==> config.mk <==
export PLATFORM = sky130hd
export DESIGN_NAME = inst_fetch
export DESIGN_NICKNAME = d
export VERILOG_FILES = /design/src/rtl/inst_fetch_pkg.sv /design/src/rtl/inst_fetch_pc_reg.sv /design/src/rtl/inst_fetch.sv
export SDC_FILE = /design/constraint.sdc
export NUM_CORES = 1
export LEC_CHECK = 0
export ABC_AREA = 1
export CAP_MARGIN = 20
export CORE_AREA = 2 2 123 125
export CTS_BUF_LIST = sky130_fd_sc_hd__clkbuf_8
export DETAILED_ROUTE_END_ITERATION = 8
export DIE_AREA = 0 0 125 127
export HOLD_SLACK_MARGIN = 0.05
export PLACE_DENSITY_LB_ADDON = 0.3
export SETUP_SLACK_MARGIN = 0.3
export SLEW_MARGIN = 15
export SYNTH_ARGS = -nofsm -noshare
export SYNTH_HDL_FRONTEND = slang
export SYNTH_HIERARCHICAL = 1
export SYNTH_SLANG_ARGS = --single-unit
export TNS_END_PERCENT = 50
==> constraint.sdc <==
create_clock -name clk -period 2.7 [get_ports clk]
set_input_delay 0.405 -clock clk [delete_from_list [all_inputs] [get_ports clk]]
set_output_delay 0.405 -clock clk [all_outputs]
set_load 0.02 [all_outputs]
==> src/rtl/inst_fetch_pkg.sv <==
// Shared types and constants for the instruction fetch stage.
package inst_fetch_pkg;

  localparam int unsigned COMMON_WIDTH = 32;
  localparam logic [COMMON_WIDTH-1:0] NOP_INST = 32'h0000_0013;

  typedef enum logic [2:0] {
    IDLE,
    REQ,
    WAIT,
    OUT,
    STALLED,
    DRAIN
  } fetch_state_e;

  // Clear the byte-offset bits so every fetch address is word aligned.
  function automatic logic [COMMON_WIDTH-1:0] align_word(input logic [COMMON_WIDTH-1:0] addr);
    return {addr[COMMON_WIDTH-1:2], 2'b00};
  endfunction

endpackage

==> src/rtl/inst_fetch_pc_reg.sv <==
// Program counter: reset / aligned redirect / sequential advance / hold.
module pc_reg
  import inst_fetch_pkg::*;
#(
  parameter logic [COMMON_WIDTH-1:0] RESET_PC = '0
) (
  input  logic                    clk,
  input  logic                    rst,
  input  logic                    redirect_ce,
  input  logic [COMMON_WIDTH-1:0] redirect_addr,
  input  logic                    advance,
  output logic [COMMON_WIDTH-1:0] pc,
  output logic [COMMON_WIDTH-1:0] next_pc_c
);

  // Redirect wins over a sequential advance; the add wraps modulo 2^32.
  always_comb begin
    next_pc_c = pc;
    if (redirect_ce) begin
      next_pc_c = align_word(redirect_addr);
    end else if (advance) begin
      next_pc_c = pc + COMMON_WIDTH'(4);
    end
  end

  always_ff @(posedge clk) begin
    if (rst) begin
      pc <= RESET_PC;
    end else begin
      pc <= next_pc_c;
    end
  end

endmodule

==> src/rtl/inst_fetch.sv <==
// Fetch stage: one outstanding instruction-memory read, valid/ready hand-off to decode.
module inst_fetch
  import inst_fetch_pkg::*;
#(
  parameter logic [COMMON_WIDTH-1:0] RESET_PC = 32'h0000_0000,
  parameter logic [COMMON_WIDTH-1:0] NOP_INST = inst_fetch_pkg::NOP_INST
) (
  input  logic                    clk,
  input  logic                    rst,
  output logic                    mem_req,
  output logic [COMMON_WIDTH-1:0] mem_addr,
  input  logic                    mem_ready,
  input  logic                    mem_rvalid,
  input  logic [COMMON_WIDTH-1:0] mem_rdata,
  output logic [COMMON_WIDTH-1:0] inst,
  output logic [COMMON_WIDTH-1:0] pc_addr,
  output logic                    inst_valid,
  input  logic                    dec_ready,
  input  logic                    stall,
  input  logic                    redirect_ce,
  input  logic [COMMON_WIDTH-1:0] redirect_addr
);

  fetch_state_e            state;
  logic [COMMON_WIDTH-1:0] pc;
  logic [COMMON_WIDTH-1:0] next_pc_c;
  logic                    advance_c;

  assign advance_c = (state == OUT) && inst_valid && dec_ready && !stall;

  pc_reg #(
    .RESET_PC(RESET_PC)
  ) u_pc_reg (
    .clk          (clk),
    .rst          (rst),
    .redirect_ce  (redirect_ce),
    .redirect_addr(redirect_addr),
    .advance      (advance_c),
    .pc           (pc),
    .next_pc_c    (next_pc_c)
  );

  // Entering REQ always loads mem_addr from next_pc_c, so it tracks redirects and pc+4.
  always_ff @(posedge clk) begin
    if (rst) begin
      state      <= IDLE;
      mem_req    <= 1'b0;
      mem_addr   <= '0;
      inst       <= NOP_INST;
      pc_addr    <= '0;
      inst_valid <= 1'b0;
    end else if (redirect_ce) begin
      inst_valid <= 1'b0;
      inst       <= NOP_INST;
      case (state)
        REQ: begin
          if (mem_ready) begin
            state   <= DRAIN;
            mem_req <= 1'b0;
          end else begin
            state    <= REQ;
            mem_req  <= 1'b1;
            mem_addr <= next_pc_c;
          end
        end
        WAIT, DRAIN: begin
          // A response landing in the redirect cycle retires the outstanding read.
          if (mem_rvalid) begin
            state    <= REQ;
            mem_req  <= 1'b1;
            mem_addr <= next_pc_c;
          end else begin
            state   <= DRAIN;
            mem_req <= 1'b0;
          end
        end
        default: begin
          state    <= REQ;
          mem_req  <= 1'b1;
          mem_addr <= next_pc_c;
        end
      endcase
    end else begin
      case (state)
        IDLE: begin
          state    <= REQ;
          mem_req  <= 1'b1;
          mem_addr <= next_pc_c;
        end
        REQ: begin
          if (mem_ready) begin
            state   <= WAIT;
            mem_req <= 1'b0;
          end
        end
        WAIT: begin
          if (mem_rvalid) begin
            state      <= OUT;
            inst       <= mem_rdata;
            pc_addr    <= pc;
            inst_valid <= 1'b1;
          end
        end
        OUT: begin
          if (inst_valid && dec_ready) begin
            inst_valid <= 1'b0;
            inst       <= NOP_INST;
            if (stall) begin
              state <= STALLED;
            end else begin
              state    <= REQ;
              mem_req  <= 1'b1;
              mem_addr <= next_pc_c;
            end
          end
        end
        STALLED: begin
          state <= STALLED;
        end
        DRAIN: begin
          if (mem_rvalid) begin
            state    <= REQ;
            mem_req  <= 1'b1;
            mem_addr <= next_pc_c;
          end
        end
        default: begin
          state   <= IDLE;
          mem_req <= 1'b0;
        end
      endcase
    end
  end

endmodule

* After elaboration in Yosys (flattened, before gate mapping)
Cells that the tools add are included.
Cells by class: add/subtract/negate cells 1, equal/unequal tests 14, mux-type cells 33, bitwise gates (word level) 1, reduce and logical (&&, ||, !) cells 16
Operator list (count):
- $mux 32 | 9
- $pmux 32 s2 | 2
- $pmux 32 s3 | 1
- $add 32x3->32 const B | 1
- $mux 3 | 8
- $pmux 3 s6 | 1
- $ne 3x3->1 const B | 5
- $mux 1 | 8
- $reduce_and 4->1 | 2
- $eq 3x2->1 const B | 2
- $eq 3x3->1 const B | 2
- $pmux 3 s2 | 1
- $reduce_and 3->1 | 2
- $reduce_or 2->1 | 3
- $pmux 1 s5 | 1
- $reduce_and 5->1 | 1
- $logic_and 1x1->1 | 4
- $ne 2x1->1 const B | 2
- $pmux 1 s2 | 2
- $reduce_bool 4->1 | 1
- $eq 3x1->1 const B | 1
- $logic_not 3->1 | 1
- $ne 3x2->1 const B | 1
- $ne 2x2->1 const B | 1
- 3 further kinds | 3
Word-level totals: flip-flop bits (word level) 133, input port bits 71, output and inout bits 98, logic and storage cells 72

* Logic depth before layout (Yosys ltp)
Gate-level depths: netlist of the first run.
word-level depth 10, gate-level depth with buffers 22

* Cells and area by module
The synthesis of the first run kept the hierarchy.
Modules (own cells, without submodules):
- inst_fetch | instances 1, cells an instance 920, area each 5502.8 µm², seq. area each 2021.9 µm²
- pc_reg | instances 1, cells an instance 342, area each 2092.0 µm², seq. area each 640.6 µm²

* Least setup slack after synthesis of the first run
No wires, ideal clock.
path kind reg2reg, from reg state[0], to reg mem_addr[26], setup time 113 ps, arrival 2312 ps, required time 2587 ps, path slack 275 ps, cell stages (with the launch flop) 23, buffers on the path 1, period minus slack after synthesis 2425 ps, path through dfxtp_1 > buf_4 > nand2_1 > nor2_2 > nand2_1 > nor2_1 > nand2_1 > nor2_4 > nand2_2 > nor2_4 > nand3_1 > nand2_1 > nand3_1 > o21ai_2 > inv_2 > inv_1 > nand2_1 > o21ai_0 > nand2_1 > nand3_1 > nand2_1 > nor2_1 > nor2_1
On the way: cells in the longest elaborated chain, start to end 10
Ends and longest elaborated chain:
- start: declaration | RTL line inst_fetch.sv:24 | fetch_state_e state;
- start signal: assignment | RTL line inst_fetch.sv:46 | state <= IDLE;
- start signal: assignment | RTL line inst_fetch.sv:58 | state <= DRAIN;
- start signal: assignment | RTL line inst_fetch.sv:61 | state <= REQ;
- $eq 3x2->1 * | RTL line inst_fetch.sv:29 | assign advance_c = (state == OUT) && inst_valid && dec_ready && !stall;
- $logic_and 1x1->1 * (3 in series) | RTL line inst_fetch.sv:29
- via advance_c | RTL line inst_fetch.sv:27 | logic advance_c;
- $mux 32 * | RTL line inst_fetch_pc_reg.sv:21 | end else if (advance) begin
- $mux 32 * | RTL line inst_fetch_pc_reg.sv:19 | if (redirect_ce) begin
- via next_pc_c[26] | RTL line inst_fetch.sv:26 | logic [COMMON_WIDTH-1:0] next_pc_c;
- $mux 32 | RTL line inst_fetch.sv:108 | if (stall) begin
- $mux 32 | RTL line inst_fetch.sv:105 | if (inst_valid && dec_ready) begin
- $pmux 32 s3 | RTL line inst_fetch.sv:84 | case (state)
- $mux 32 * | RTL line inst_fetch.sv:52 | end else if (redirect_ce) begin
- end signal: assignment | RTL line inst_fetch.sv:63 | mem_addr <= next_pc_c;
- end signal: assignment | RTL line inst_fetch.sv:88 | mem_addr <= next_pc_c;
- end signal: assignment | RTL line inst_fetch.sv:113 | mem_addr <= next_pc_c;
- end: declaration | RTL line inst_fetch.sv:11 | output logic [COMMON_WIDTH-1:0] mem_addr,
The timed path passes the listed nets; every way through them passes the cells marked *. The select of a mux whose other input is x is not followed. A chain may end at the register's enable or synchronous reset.

* Worst setup path in the final report of the first run
from reg state[0], to reg mem_addr[24]
Same word-level chain as after synthesis.

==> impl_results.md, run 1 <==
- First-pass GRT wire length: between 30,000 and 40,000 um
- Pre-antenna DRT Iters: 8
- Htree depth: 4
- RSZ-0062 raised after global routing: yes
- Number of synthesized register bits: 133
- Layout cells sized above 1: between 10% and 20%
- CTS tree: yes
- Die Y: approximately 130 um
- Core area: around 14,000 um2
- Crit Path Class: flop to flop
- Predominant post-synthesis flop cell: dfxtp_1
- Clk_lat worst skew: approximately 0.46 ns
- Clk slew on worst S/H paths: around 0.08 ns
- Critical path startpoint category: flop
- Hold path depth: 2
- Worst Reg-to-Reg Cells: 20
- Area grow syn2layout: 35.7%
- Leakage: ~4.8 nW
- WL per Instance: ~14 um
- CP Data Required Time: between 3 and 4 ns
- N_diodes: 0
- Max Clock Freq: around 390 MHz
- Total CTS buffers: 17
- Vias in the first global route: roughly 8,000
- Sequential cell area: approximately 2700 um2
- Syn Inst Count: between 1,000 and 1,500
- Io pins: ~170
- Peak VDD IR: slightly below 0.4 mV
- Hold_buf cts: 0
- Post-route cell area: approximately 10,000 um2
- Fillcell total: between 1,000 and 1,500
- Largest net degree at the start of global routing: 76
- Min-Delay Endpoint: inst[26]
- Hold slack: just under 0.5 ns
- Gr ovfl total: 0
- Register area share after synthesis: 35.1%
- Most common cell in the netlist: nand2_1
- DP Area: 9670 um2
- Top cell type by total area after synthesis: dfxtp_1
- Max Cap Viol: 0
- Cell Area, Synth: approximately 7600 um2
- Worst-Margin Slew: roughly 0.69 ns
- Yosys cell types: 34
- Reg-to-reg endpoint: mem_addr[24]
- Root Buffer: clkbuf_8
- CP Max Fanout: 5
- Initial Utilization: between 50% and 60%
- PortBufs: 166
- Reg2Reg Launch Point: state[0]
- Area of the multi-input gates: ~4400 um2
- Syn nets: between 1,000 and 1,500
- Antenna violations before repair: 0
- Yosys top cell area share: 35.1%
- Final hold vios: 0
- Final nets: ~1,500
- Slew HR: a little over half
- Share of the cycle needed by the critical path after routing: 94.9%
- Worst reg-to-reg setup slack: roughly 0.14 ns
- RePlAce Congestion: ~0.87
- Final ANT Viol Nets: 0
- Power Dens Cells: a little over 500 nW/um2
- WL final: between 20,000 and 25,000 um
- Die W: 125 um
- GRT Overall Usage: 28.4%
- Synth warnings: 6
- Most frequent cells after synthesis: nand2_1 (363), nand3_1 (207), nor2_1 (174)
- Asr flop ratio synth: 0%
- Remaining DRCs: 0
- DP HPWL: between 15,000 and 20,000 um
- Min-Delay Path Class: flop to flop
- Via Count: 8,744
- Fin. max-slew vios: 0
- Minimum clock period: 2.56 ns
- Via-to-Cell Ratio: 5.33
- Clk buf depth: 2
- EDFF count, synth: 0
- Worst hold start: inst[26]
- 1st-iter DRT viols: between 700 and 800
- Largest cells by area after synthesis: dfxtp_1 (35%), nand2_1 (18%), nand3_1 (14%)
- Post-route insts no fill: between 1,500 and 2,000
- Syn avg cell area: around 6.0 um2
- Placed instance count: approximately 1,600
- Final setup vio count: 0
- Critical path endpoint category: flop
- Outcome: complete, no violations
- Row cnt: 44
- # clock sinks: ~130
- Layout Skew: approximately 0.012 ns
- Total chip power: 5.33 mW
- Die ar.: approximately 16,000 um2
- Worst Path Arrival: just under 3 ns
## kinds of logic after synthesis
logic type / synth area share (%)
flip-flops: 35.1
AO/OA/AOI/OAI: 9.32
XOR/XNOR: 0.577
AND/OR/NAND/NOR: 44.6
buffers and inverters: 10.2
adder cells (fa/ha/maj): 0.165
## cell type report
class / count / area share, %
Clock inverter: 13 / 0.838
Timing Repair Buffer: 241 / 21.9
Clock buffer: 19 / 2.54
Inverter: 118 / 4.30
Multi-Input combinational cell: 934 / 42.3
Sequential cell: 133 / 25.9
Tap cell: 184 / 2.23
## cell usage in the layout, fill, tap and decap left out, types with 3 or more instances in the layout
cell type	count
a21oi_1	59
buf_4	69
buf_6	4
clkbuf_8	19
clkdlybuf4s50_1	164
clkinv_2	5
clkinv_4	4
clkinvlp_4	3
dfxtp_1	132
inv_1	108
inv_2	11
nand2_1	349
nand2_2	14
nand2_4	4
nand3_1	194
nand3_2	15
nand4_1	10
nor2_1	169
nor2_2	4
nor2_4	11
nor3_1	4
o21ai_0	48
o21ai_1	13
o21ai_2	10
o22ai_1	3
or2_2	9
xor2_1	4
## per-stage QoR
stage	setup WS, ns	util [%]	setup TNS [ns]
after floorplan	0.353	-	0
after global placement	-0.0529	67.0	-0.213
after detailed placement	-0.130	67.0	-1.04
after CTS	0.294	69.6	0
after global routing	0.0175	71.4	0
final	0.139	71.4	0
## report_power, final
part | switching [mW] | total [mW] | internal [mW]
Clock | 0.836 | 1.51 | 0.674
Sequential | 0.154 | 2.27 | 2.11
Combinational | 0.894 | 1.55 | 0.656
## layer usage
metal  vias to the layer above  GRT usage, %  routed length (um)  share of wire, %
met2                       356          46.6               11000                47
met4                         0          10.9                 719               3.1
met1                      3945          36.5                9910                42
li1                       4384             -                   -                 -
met5                         -             0                   0                 0
met3                        59          6.66                1670               7.2
## worst max path at each step
stage          startpoint      endpoint  slack [ns]
2_1_floorplan    state[0]  mem_addr[26]        0.35
3_3_place_gp    dec_ready  mem_addr[24]       -0.05
3_5_place_dp    dec_ready  mem_addr[24]       -0.13
4_1_cts          state[1]  mem_addr[17]        0.29
5_1_grt          state[0]  mem_addr[26]        0.02
6_report         state[0]  mem_addr[24]        0.14
## critical path, stage by stage, from the launching register on
cell     delay, ns
dfxtp_1       0.39
nand2_4       0.08
nor2_4        0.13
nand2_2       0.09
nor2_4        0.22
nand2_2       0.13
nor2_4        0.16
nand2_4       0.10
nor2_4        0.21
buf_6         0.13
nand3_1       0.07
nand2_1       0.07
nand3_1       0.09
nand2_2       0.13
inv_2         0.04
buf_4         0.12
nand3_1       0.07
nand3_1       0.08
nand2_1       0.08
nor2_1        0.04
nor2_1        0.09
## repair_timing
item                       4_1_cts  5_1_grt
resized for setup                4       76
setup endpoints to repair       24       29
pin swaps                        2       43
setup buffers                    0        9
No activity file was read; power rests on OpenSTA's default activity.
==> run 2: changes to the inputs <==
Settings changed: REMOVE_ABC_BUFFERS set to 1.
==> run 2 against run 1 <==
Worst hold slack got worse by 0.027 ns. Via count fell by 1.1%. Final cell count grew 0.24%. Power is 7.0% higher. Utilization rose by 0.64 points. Critical endpoint is now mem_addr[18]. Highest routed layer unchanged.
==> impl_results.md, run 2 (synthesis results as in run 1) <==
- Outcome: complete, no violations
- Remaining DRCs: 0
- Critical path's most frequent cell: nand2_1
- Worst-Margin Slew: about 0.62 ns
- Minimum clock period: 2.38 ns
- Layout Skew: 0.0113 ns
- Final nets: ~1,500
- Clk_lat worst skew: ~0.45 ns
- Pre-antenna DRT Iters: 7
- Die Y: 127 um
- CP Max Fanout: 6
- Commonest non-fill, non-tap cell in the layout: nand2_1
- Via Count: ~8,600
- Commonest cells after routing, fill and taps aside: nand2_1 (351), nand3_1 (196), nor2_1 (172)
- WL final: 22,800 um
- Gr ovfl total: 0
- DP HPWL: 15,000 um
- WL per Instance: 13.9 um
- Fin. max-slew vios: 0
- Max Cap Viol: 0
- 1st-iter DRT viols: 709
- RePlAce Congestion: 0.888
- Io pins: approximately 170
- Post-route cell area: about 10,000 um2
- Hold slack: approximately 0.46 ns
- GRT Overall Usage: about 28%
- Total CTS buffers: 17
- Clk buf depth: 2
- Largest net degree at the start of global routing: 83
- PortBufs: about 170
- Setup WS post-layout: roughly 0.32 ns
- Peak VDD IR: 0.509 mV
- Root Buffer: clkbuf_8
- Min-Delay Path Class: flop to flop
- Area grow syn2layout: 36.9%
- Initial Utilization: 52.7%
- Worst path top cell family by delay: simple AND/OR/NAND/NOR gates
- Final setup vio count: 0
- Vias in the first global route: ~8,000
- Layout cells sized above 1: 13.1%
- Final hold vios: 0
- Max Clock Freq: ~420 MHz
- DP Area: 9700 um2
- Core area: around 14,000 um2
- Die ar.: 15,900 um2
- Worst Path Arrival: 2.72 ns
- Die W: roughly 130 um
- Via-to-Cell Ratio: 5.25
- Post-route insts no fill: between 1,500 and 2,000
- Critical path endpoint category: flop
- # clock sinks: roughly 130
- Share of the cycle needed by the critical path after routing: between 80% and 90%
- Final ANT Viol Nets: 0
- Buf/Inv on CP: 2
- Critical path startpoint category: flop
- Fin Setup TNS: 0 ns
- First-pass GRT wire length: 37,100 um
- Row cnt: 44
- Clk slew on worst S/H paths: roughly 0.08 ns
- Antenna violations before repair: 0
- RSZ-0062 raised after global routing: yes
- Htree depth: 4
- CP max stage delay: between 0.3 and 0.4 ns
- CP max-delay cell: dfxtp_4
- CTS tree: yes
- N_diodes: 0
- Pre-CTS WS: -0.0884 ns
- Placed instance count: roughly 1,600
- Crit Path Class: flop to flop
- Leakage: between 4 and 5 nW
- Power Dens Cells: roughly 550 nW/um2
- CP Data Required Time: between 3 and 4 ns
- Slew HR: 58.7%
- Worst-path cell chain: nor2_4 -> nand2_2 -> nor2_2 -> buf_6 -> nand2_4 -> nor2_4 -> nand2_4 -> nor2_4 -> nand3_1 -> nand3_1 -> nand2_1 -> inv_1 -> nand2_1 -> o21ai_0 -> nand2_1 -> nand3_1 -> nand2_1 -> nor2_1 -> nor2_1
## run 2: cell count changes in the layout (fill, tap and decap cells not counted), sizes merged
cell / delta
clkinvlp: -1
bufinv: +4
inv: +1
clkinv: -5
buf: +5
## run 2: routing by layer
metal	global-route usage [%]	vias to the layer above	wire length, um
li1	-	4390	-
met1	35.0	3923	9870
met2	47.2	293	10800
met3	6.37	43	1510
met4	11.2	0	631
met5	0	-	0
## run 2: final cells by class
| class | count | area (um2) |
|---|---|---|
| timing repair buffer | 246 | 2310 |
| fill | 1215 | 4030 |
| multi-input combinational | 934 | 4310 |
| tap | 184 | 230 |
| sequential | 133 | 2670 |
| clock buffer | 19 | 262 |
| clock inverter | 12 | 179 |
| inverter | 118 | 443 |
## run 2: power breakdown
group          leakage, nW  switching [mW]  internal, mW  total [mW]
Sequential            1.09           0.152          2.11        2.26
Clock                0.220           0.822          1.05        1.87
Combinational         3.51           0.890         0.672        1.56
Total                 4.82            1.86          3.84        5.70
## run 2: worst paths after layout
kind	cells after the start	to	slack, ns	startpoint
min reg2reg	2	u_pc_reg/pc[0]	0.46	u_pc_reg/pc[0]
min	2	u_pc_reg/pc[0]	0.46	u_pc_reg/pc[0]
max reg2reg	19	mem_addr[18]	0.32	state[2]
max	19	mem_addr[18]	0.32	state[2]
## run 2: stage by stage
| step | power [mW] | util, % |
|---|---|---|
| 5_1_grt | 6.02 | 72.1 |
| 6_report | 5.70 | 72.1 |
| 2_1_floorplan | 3.13 | - |
| 3_3_place_gp | 3.78 | 67.3 |
| 3_5_place_dp | 3.82 | 67.3 |
| 4_1_cts | 5.69 | 70.8 |
## run 2: what timing repair did
item / 4_1_cts / 5_1_grt
pin swaps: 5 / 36
hold buffers: 0 / 0
endpoints found under the setup margin: 8 / 27
resized for setup: 9 / 51
buffers inserted: 6 / 7
endpoints found under the hold margin: 0 / 0
## run 2: tightest hold or removal path, delay by kind of cell (launching register included)
family | cells | cell delay, ns
buffers and inverters | 1 | 0.06
and+or+nand+nor | 1 | 0.04
DFF | 1 | 0.31
==> run 3: changes to the inputs <==
Settings changed: CORE_AREA 2 2 123 125 to 2 2 116 118, DIE_AREA 0 0 125 127 to 0 0 118 120, DONT_BUFFER_PORTS set to 1, REMOVE_ABC_BUFFERS 1 to not set.
==> run 3 against run 2 <==
First-iteration DRC count increased by 3.9%. Critical path type unchanged. Design area fell by 19%. Critical path depth increased by 2. Largest power group unchanged. Non-clock buffer count down 213. Highest routed layer unchanged.
==> impl_results.md, run 3 (synthesis results as in run 1) <==
- Clk buf depth: 2
- Pre-antenna DRT Iters: 6
- Max Clock Freq: roughly 420 MHz
- Gr ovfl total: 0
- Clk slew on worst S/H paths: approximately 0.08 ns
- Final nets: ~1,300
- Remaining DRCs: 0
- Core Util, Final: about 65%
- Total chip power: approximately 5.2 mW
- Worst Path Arrival: ~2.8 ns
- Power Dens Cells: between 600 and 700 nW/um2
- Die W: 118 um
- Share of the cycle needed by the critical path after routing: 88.7%
- Minimum clock period: around 2.4 ns
- Crit Path Class: flop to flop
- Layout Skew: 0.0102 ns
- Layout cells sized above 1: approximately 14%
- Crit path depth: 21
- Min-Delay Path Class: input pin to flop
- PortBufs: 0
- Reg-to-reg endpoint: mem_addr[31]
- Reg2Reg Launch Point: state[0]
- GRT Overall Usage: 30.1%
- Outcome: complete, no violations
- Leakage: a little under 4 nW
- Buf/Inv on CP: 4
- Fin Setup TNS: 0 ns
- CP Data Required Time: around 3.1 ns
- Total CTS buffers: 17
- Peak VDD IR: 0.369 mV
- CP max stage delay: ~0.34 ns
- 1st-iter DRT viols: around 740
- CTS tree: yes
- Initial Utilization: just under 60%
- Commonest cells after routing, fill and taps aside: nand2_1 (341), nand3_1 (190), nor2_1 (169)
- # clock sinks: 133
- Core area: 13,000 um2
- Critical path startpoint category: flop
- CP Max Fanout: 5
- Worst path top cell family by delay: simple AND/OR/NAND/NOR gates
- Fin. max-slew vios: 0
- WL final: ~22,000 um
- Max Cap Viol: 0
- Die Y: 120 um
- Hold slack: a little over 0.08 ns
- Worst hold start: rst
- Commonest non-fill, non-tap cell in the layout: nand2_1
- Crit path to: mem_addr[31]
- Worst Setup SP: state[0]
- Via-to-Cell Ratio: 5.66
- Worst-path cell chain: nand2_2 -> nor2_4 -> nand2_2 -> nor2_4 -> buf_6 -> inv_1 -> nor2_2 -> inv_2 -> nor2_4 -> nand3_2 -> nand2_1 -> nand3_2 -> nand2_2 -> inv_1 -> nand2_1 -> o21ai_1 -> nand2_1 -> nand3_1 -> nand2_1 -> nor2_1 -> nor2_1
- WL per Instance: between 15 and 20 um
- RePlAce Congestion: approximately 0.93
- Via Count: around 8,100
- Worst reg-to-reg setup slack: around 0.31 ns
- Antenna violations before repair: 0
- N_diodes: 0
- Fillcell total: about 1,200
- Worst Reg-to-Reg Cells: 21
- Critical path's most frequent cell: nand2_1
- Slew HR: between 30 and 40%
- Final hold vios: 0
- Area grow syn2layout: 11.3%
- Io pins: approximately 170
- Die ar.: ~14,000 um2
- Largest net degree at the start of global routing: 97
- Row cnt: 42
- Final setup vio count: 0
- Htree depth: 4
- First-pass GRT wire length: 34,700 um
- Root Buffer: clkbuf_8
- Critical path endpoint category: flop
- Worst-Margin Slew: just over 1 ns
- CP max-delay cell: dfxtp_2
- Clk_lat worst skew: 0.46 ns
- RSZ-0062 raised after global routing: yes
- Vias in the first global route: approximately 7,100
- Final ANT Viol Nets: 0
- DP HPWL: roughly 14,000 um
[run 3: changes by cell type in the layout (fill, tap and decap cells not counted), sizes merged]
cell	change
buf	-50
bufinv	-1
clkbuf	-1
clkdlybuf4s50	-164
clkinv	+3
clkinvlp	+1
dlygate4sd3	+1
inv	-1
[run 3: per-layer routing]
layer | global-route usage (%) | wire (um) | vias to the layer above
met5 | 0 | 0 | -
met4 | 14.5 | 863 | 0
met3 | 7.56 | 1770 | 66
met2 | 47.5 | 9960 | 369
met1 | 38.6 | 9070 | 3659
li1 | - | - | 3975
[run 3: timing repair]
item | 4_1_cts | 5_1_grt
hold buffers | 2 | 0
hold endpoints to repair | 32 | 0
resized for setup | 3 | 95
pin swaps | 3 | 56
setup endpoints to repair | 18 | 27
setup buffers | 3 | 9
[run 3: worst min-delay path by stage]
stage	endpoint	slack, ns	cells after the start
after floorplan	u_pc_reg/pc[0]	0.43	2
after global placement	u_pc_reg/pc[1]	0.45	2
after detailed placement	u_pc_reg/pc[1]	0.47	2
after CTS	inst[4]	0.06	2
after global routing	inst[4]	0.07	2
final	inst[4]	0.08	2
[run 3: per-stage QoR]
stage	cells	area, um2	setup WS, ns
2_1_floorplan	1262	7600	0.353
3_3_place_gp	1380	7640	0.201
3_5_place_dp	1380	7640	0.140
4_1_cts	1417	8130	0.279
5_1_grt	1426	8450	0.0780
6_report	1426	8450	0.306
[run 3: where the power goes]
| group | internal, mW | leakage, nW | switching (mW) |
|---|---|---|---|
| logic | 0.358 | 2.66 | 0.640 |
| registers | 2.11 | 1.09 | 0.312 |
| clock network | 0.947 | 0.207 | 0.861 |
[run 3: final cells by class]
| class | instances | area (um2) | area share [%] |
|---|---|---|---|
| Clock inverter | 14 | 178 | 2.10 |
| Sequential cell | 133 | 2670 | 31.5 |
| Tap cell | 176 | 220 | 2.61 |
| Inverter | 118 | 443 | 5.24 |
| Timing Repair Buffer | 33 | 287 | 3.39 |
| Multi-Input combinational cell | 934 | 4410 | 52.2 |
| Clock buffer | 18 | 248 | 2.93 |
